[config.mk]
export PLATFORM = sky130hd
export DESIGN_NAME = exp_sequencer
export DESIGN_NICKNAME = d
export VERILOG_FILES = /design/src/rtl/exp_sequencer.sv
export SDC_FILE = /design/constraint.sdc
export NUM_CORES = 1
export LEC_CHECK = 0
export CAP_MARGIN = 20
export CORE_MARGIN = 3
export CORE_UTILIZATION = 47
export DETAILED_ROUTE_END_ITERATION = 6
export PLACE_DENSITY = 0.75
export REMOVE_ABC_BUFFERS = 1
export SLEW_MARGIN = 25
export SYNTH_ARGS = -nofsm -noshare
export SYNTH_HDL_FRONTEND = slang
export SYNTH_SLANG_ARGS = --single-unit
[constraint.sdc]
create_clock -name clk -period 2.3 [get_ports clk]
set_clock_uncertainty 0.05 [all_clocks]
set_input_delay 0.46 -clock clk [delete_from_list [all_inputs] [get_ports clk]]
set_output_delay 0.46 -clock clk [all_outputs]
set_load 0.02 [all_outputs]
[src/rtl/exp_sequencer.sv]
// Exponential-core sequencer.
// Buffers unsigned fractional x samples in a small FIFO, hands them one at a
// time to an external exponential core (start pulse + held operand), waits for
// the core to finish (with a bounded wait), and presents each 18-bit result
// downstream with a valid/ready handshake. A core that never finishes yields a
// zero result and a sticky timeout flag so the pipeline keeps moving.
module exp_sequencer #(
    parameter int unsigned DEPTH   = 4,
    parameter int unsigned TIMEOUT = 255
) (
    input  logic        clk,
    input  logic        rst,
    input  logic        in_valid,
    output logic        in_ready,
    input  logic [15:0] in_x,
    output logic        exp_start,
    output logic [15:0] exp_x,
    input  logic        exp_done,
    input  logic [1:0]  exp_int,
    input  logic [15:0] exp_frac,
    output logic        out_valid,
    input  logic        out_ready,
    output logic [17:0] out_data,
    output logic        err_timeout,
    output logic [7:0]  done_cnt
);

    localparam int unsigned AW = (DEPTH > 1) ? $clog2(DEPTH) : 1;
    localparam int unsigned CW = AW + 1;
    localparam logic [CW-1:0] DEPTH_C      = CW'(DEPTH);
    localparam logic [7:0]    TIMEOUT_LAST = 8'(TIMEOUT - 1);

    typedef enum logic [1:0] {
        IDLE,
        START,
        WAIT,
        HOLD
    } state_t;

    state_t state_q, state_d;

    // FIFO storage and bookkeeping
    logic [15:0]   fifo_mem [DEPTH];
    logic [AW-1:0] wr_ptr_q, wr_ptr_d;
    logic [AW-1:0] rd_ptr_q, rd_ptr_d;
    logic [CW-1:0] count_q, count_d;
    logic          fifo_full;
    logic          fifo_empty;
    logic          push;
    logic          pop;

    // Sequencer datapath
    logic [15:0] x_q, x_d;
    logic [7:0]  wait_cnt_q, wait_cnt_d;
    logic [17:0] data_q, data_d;
    logic        err_q, err_d;
    logic [7:0]  done_cnt_q, done_cnt_d;

    assign fifo_full  = (count_q == DEPTH_C);
    assign fifo_empty = (count_q == '0);

    // Holding rst low also closes the input so nothing is accepted in the
    // reset cycle.
    assign in_ready = rst && !fifo_full;
    assign push     = in_valid && in_ready;
    // Pops only happen from IDLE with data present, so an empty pop is impossible.
    assign pop      = (state_q == IDLE) && !fifo_empty;

    assign exp_start   = (state_q == START);
    assign exp_x       = x_q;
    assign out_valid   = (state_q == HOLD);
    assign out_data    = data_q;
    assign err_timeout = err_q;
    assign done_cnt    = done_cnt_q;

    // FIFO pointer and occupancy next-state; push and pop may coincide.
    always_comb begin
        wr_ptr_d = wr_ptr_q;
        rd_ptr_d = rd_ptr_q;
        count_d  = count_q;
        if (push) begin
            wr_ptr_d = wr_ptr_q + AW'(1);
        end
        if (pop) begin
            rd_ptr_d = rd_ptr_q + AW'(1);
        end
        case ({push, pop})
            2'b10:   count_d = count_q + CW'(1);
            2'b01:   count_d = count_q - CW'(1);
            default: count_d = count_q;
        endcase
    end

    // FIFO storage write; contents need no reset since pointers gate reads.
    always_ff @(posedge clk) begin
        if (push) begin
            fifo_mem[wr_ptr_q] <= in_x;
        end
    end

    // Sequencer next-state: issue, bounded wait, capture, and hand-off.
    always_comb begin
        state_d    = state_q;
        x_d        = x_q;
        wait_cnt_d = wait_cnt_q;
        data_d     = data_q;
        err_d      = err_q;
        done_cnt_d = done_cnt_q;
        case (state_q)
            IDLE: begin
                if (!fifo_empty) begin
                    x_d     = fifo_mem[rd_ptr_q];
                    state_d = START;
                end
            end
            START: begin
                wait_cnt_d = '0;
                state_d    = WAIT;
            end
            WAIT: begin
                // A done on the last permitted cycle still wins over the timeout.
                if (exp_done) begin
                    data_d  = {exp_int, exp_frac};
                    state_d = HOLD;
                end else if (wait_cnt_q == TIMEOUT_LAST) begin
                    data_d  = '0;
                    err_d   = 1'b1;
                    state_d = HOLD;
                end else begin
                    wait_cnt_d = wait_cnt_q + 8'd1;
                end
            end
            HOLD: begin
                if (out_ready) begin
                    done_cnt_d = done_cnt_q + 8'd1;
                    state_d    = IDLE;
                end
            end
            default: begin
                state_d = IDLE;
            end
        endcase
    end

    // State and control registers with synchronous active-low reset.
    always_ff @(posedge clk) begin
        if (!rst) begin
            state_q    <= IDLE;
            wr_ptr_q   <= '0;
            rd_ptr_q   <= '0;
            count_q    <= '0;
            x_q        <= '0;
            wait_cnt_q <= '0;
            data_q     <= '0;
            err_q      <= 1'b0;
            done_cnt_q <= '0;
        end else begin
            state_q    <= state_d;
            wr_ptr_q   <= wr_ptr_d;
            rd_ptr_q   <= rd_ptr_d;
            count_q    <= count_d;
            x_q        <= x_d;
            wait_cnt_q <= wait_cnt_d;
            data_q     <= data_d;
            err_q      <= err_d;
            done_cnt_q <= done_cnt_d;
        end
    end

endmodule

==> flow_metrics.py <==
metrics = {
    "detailed_routing": {
        "drt-vias-per-instance": 5.38,
        "wire_per_inst_um": 17.5,
        "drt-pass1-iter-count": 4,
        "drt_iter0_markers": 181,
        "ant_nets": 0,
        "via_count": 3290,
        "routed_wl_um": 10700,
        "drc": 0,
    },
    "sta": {
        "min_period_ns": 2.21,
        "fin_crit_sh_pct": 96.0,
        "rsz0062_at_grt": "no",
        "max_freq_ghz": 0.453,
        "setup_viol": 0,
        "hold_viol_final": 0,
        "finalMaxSlewViolations": 0,
        "tightest_slew_ns": 0.833,
        "slew_headroom_pct": 44.5,
        "fin_ws_ns": 0.0924,
    },
    "worst_setup_path": {
        "required_ns": 1.79,
        "worst-setup-path-type": "reg -> out",
        "cp-end-kind": "output port",
        "path_depth": 3,
        "cp_top_family": "buffers and inverters",
        "slowest_delay_ns": 0.53,
        "cp.arrival_ns": 1.70,
        "worst-path-buf-inv": 2,
        "crit_slowest_cell": "clkdlybuf4s50_1",
        "start_kind": "flip-flop",
        "crit_fanout": 4,
        "worstPathCellList": "inv_1 > ha_1 > clkdlybuf4s50_1",
        "reg2reg_depth": 10,
        "r2r_setup_slack_ns": 0.17,
    },
    "synthesis": {
        "ys.flop_type": "edfxtp_1",
        "yosys-top-cells-area": "edfxtp_1, dfxtp_1, mux4_2",
        "ys_warn_count": 0,
        "syn_avg_cell_area_um2": 13.5,
        "yosys_register_bits": 124,
        "ys_async_sr_fraction_pct": 0,
        "syn_inst": 359,
        "synth_top_cell_by_area": "edfxtp_1",
        "post-synth-top-area-fraction_pct": 39.7,
        "synth_area_mm2": 0.00484,
        "synth_cell_types": 47,
        "synth_edf_count": 64,
        "seq_area_frac_synth_pct": 64.5,
    },
    "place": {
        "dp_worst_setup_slack_ns": -0.171,
        "port_buffers": 84,
        "dpl.hpwl_um": 6960,
        "gp_congestion": 0.860,
    },
    "clock_network": {
        "clock-root-buffer": "clkbuf_8",
        "holdBufCountCts": 0,
        "clk_pin_slew_ns": 0.06,
        "cts_inserted_buffers": 17,
        "clk_latency_ns": 0.51,
        "clk_path_buf_depth": 2,
        "cts.sinks": 124,
        "cts_tree": "built",
        "htreeDepth": 4,
    },
    "global_routing": {
        "grt_use_total_pct": 20.0,
        "grt_pass1_vias": 3514,
        "grt_pass1_wl_um": 17600,
        "grt_overflow": 0,
        "grt_start_max_net_pins": 38,
        "antenna_found_initial": 0,
    },
    "cells_and_area": {
        "num-nets-final": 519,
        "area_delta_synth_final_pct": 35.7,
        "diodes": 0,
        "fillers": 721,
        "drive_gt1_share_pct": 15.7,
    },
    "floorplan": {
        "rows": 36,
        "die_height_um": 107,
        "core_area_mm2": 0.00991,
        "die_w_um": 107,
        "num_io_pins": 85,
        "die-area_mm2": 0.0116,
        "initial_core_util_pct": 48.8,
    },
    "power": {
        "power_density_mw_per_mm2": 1110,
        "ir_drop_mv": 0.749,
        "report.power.total_mw": 7.28,
        "switchingPower_mw": 2.18,
        "power_frac_comb_pct": 25.8,
        "p_clk_share_pct": 36.7,
        "intPower_mw": 5.10,
        "switching_share_pct": 29.9,
        "p_leak_nw": 2.35,
        "power_frac_seq_pct": 37.6,
    },
    "hold_path": {
        "hold_class": "reg -> reg",
        "hold_depth": 2,
    },
    "run_status": {
        "status": "finished clean",
    },
    "run": {
        "maxCapViolCount": 0,
    },
}
[tightest hold or removal path, cell delays in order (launching register included)]
cell	delay, ns
dfxtp_1	0.31
nand2_1	0.05
a21oi_1	0.05
[power by group through the flow]
stage | Combinational, mW | Sequential (mW) | Clock, mW
floorplan | 0.842 | 2.96 | 0
global placement | 1.83 | 2.76 | 0
detailed placement | 1.88 | 2.77 | 0
CTS | 1.90 | 2.73 | 2.71
global route | 2.05 | 2.76 | 2.81
finish | 1.88 | 2.74 | 2.67
[cell usage after synthesis (5+ instances only)]
| library cell | instances |
|---|---|
| nor2_1 | 17 |
| nand2_1 | 46 |
| buf_2 | 6 |
| a22o_1 | 18 |
| and2_1 | 5 |
| ha_1 | 13 |
| and3_1 | 5 |
| edfxtp_1 | 64 |
| mux4_2 | 16 |
| inv_1 | 14 |
| a21oi_1 | 26 |
| nand3_1 | 5 |
| xor2_1 | 9 |
| dfxtp_1 | 60 |
| nand4_1 | 5 |
[metal layers]
| metal | GRT usage, % | vias to the layer above | share of wire, % |
|---|---|---|---|
| li1 | - | 1546 | - |
| met1 | 24.1 | 1653 | 42 |
| met2 | 34.2 | 77 | 52 |
| met3 | 4.98 | 14 | 4.3 |
| met4 | 8.30 | 0 | 1.5 |
| met5 | 0 | - | 0 |
[what timing repair did]
action                                  CTS  global route
pin swaps                                 0             0
buffers inserted                          0             0
resized for setup                         1             4
endpoints found under the setup margin    1             1
[final cells by class]
cell class                 count  area [um2]  share of cell area (%)
clock buffer                  17         414                    6.30
tap                          133         166                    2.53
inverter                      15        56.3                   0.857
multi-input combinational    204        1580                    24.0
timing repair buffer         104        1040                    15.9
sequential                   124        3120                    47.6
clock inverter                15         186                    2.84
[kinds of logic after synthesis]
group,count (synthesis),synth area share (%)
DFF,124,64.5
and+or+nand+nor,96,9.23
AOI/OAI and AO/OA,64,9.54
buffers and inverters,31,2.90
muxes,18,7.86
adders and majority gates,14,3.77
xor gates and xnor gates,12,2.17
[placed cells by master (no fill, tap or decap), types with 16 or more instances in the layout]
cell,n
clkdlybuf4s50_1,82
nand2_1,46
a21oi_1,26
edfxtp_1,64
dfxtp_1,59
clkbuf_16,16
buf_4,16
a22o_1,18
nor2_1,17
mux4_2,16
[registers in the layout, summed over array words and instances (netlist names)]
| register | count |
|---|---|
| err_timeout | 1 |
| state_q | 2 |
| fifo_mem | 64 |
| wait_cnt_q | 8 |
| done_cnt | 8 |
| count_q | 3 |
| out_data | 18 |
| rd_ptr_q | 2 |
| wr_ptr_q | 2 |
| exp_x | 16 |
[worst paths after layout]
kind	startpoint	endpoint
setup / recovery	state_q[1]	exp_start
hold / removal	exp_x[1]	exp_x[1]
setup reg to reg	state_q[1]	count_q[2]
hold reg to reg	exp_x[1]	exp_x[1]
[stage by stage]
step	instances	TNS [ns]	instance area (um2)	hold slack, ns	utilization (%)
3_3_place_gp	580	-0.0967	5960	0.392	60.2
4_1_cts	612	0	6560	0.404	66.2
3_5_place_dp	580	-0.198	5960	0.397	60.2
5_1_grt	612	0	6570	0.423	66.3
6_report	612	0	6570	0.403	66.3
2_1_floorplan	343	-0.0128	4760	0.418	-
(Power assumes the default switching activity.)
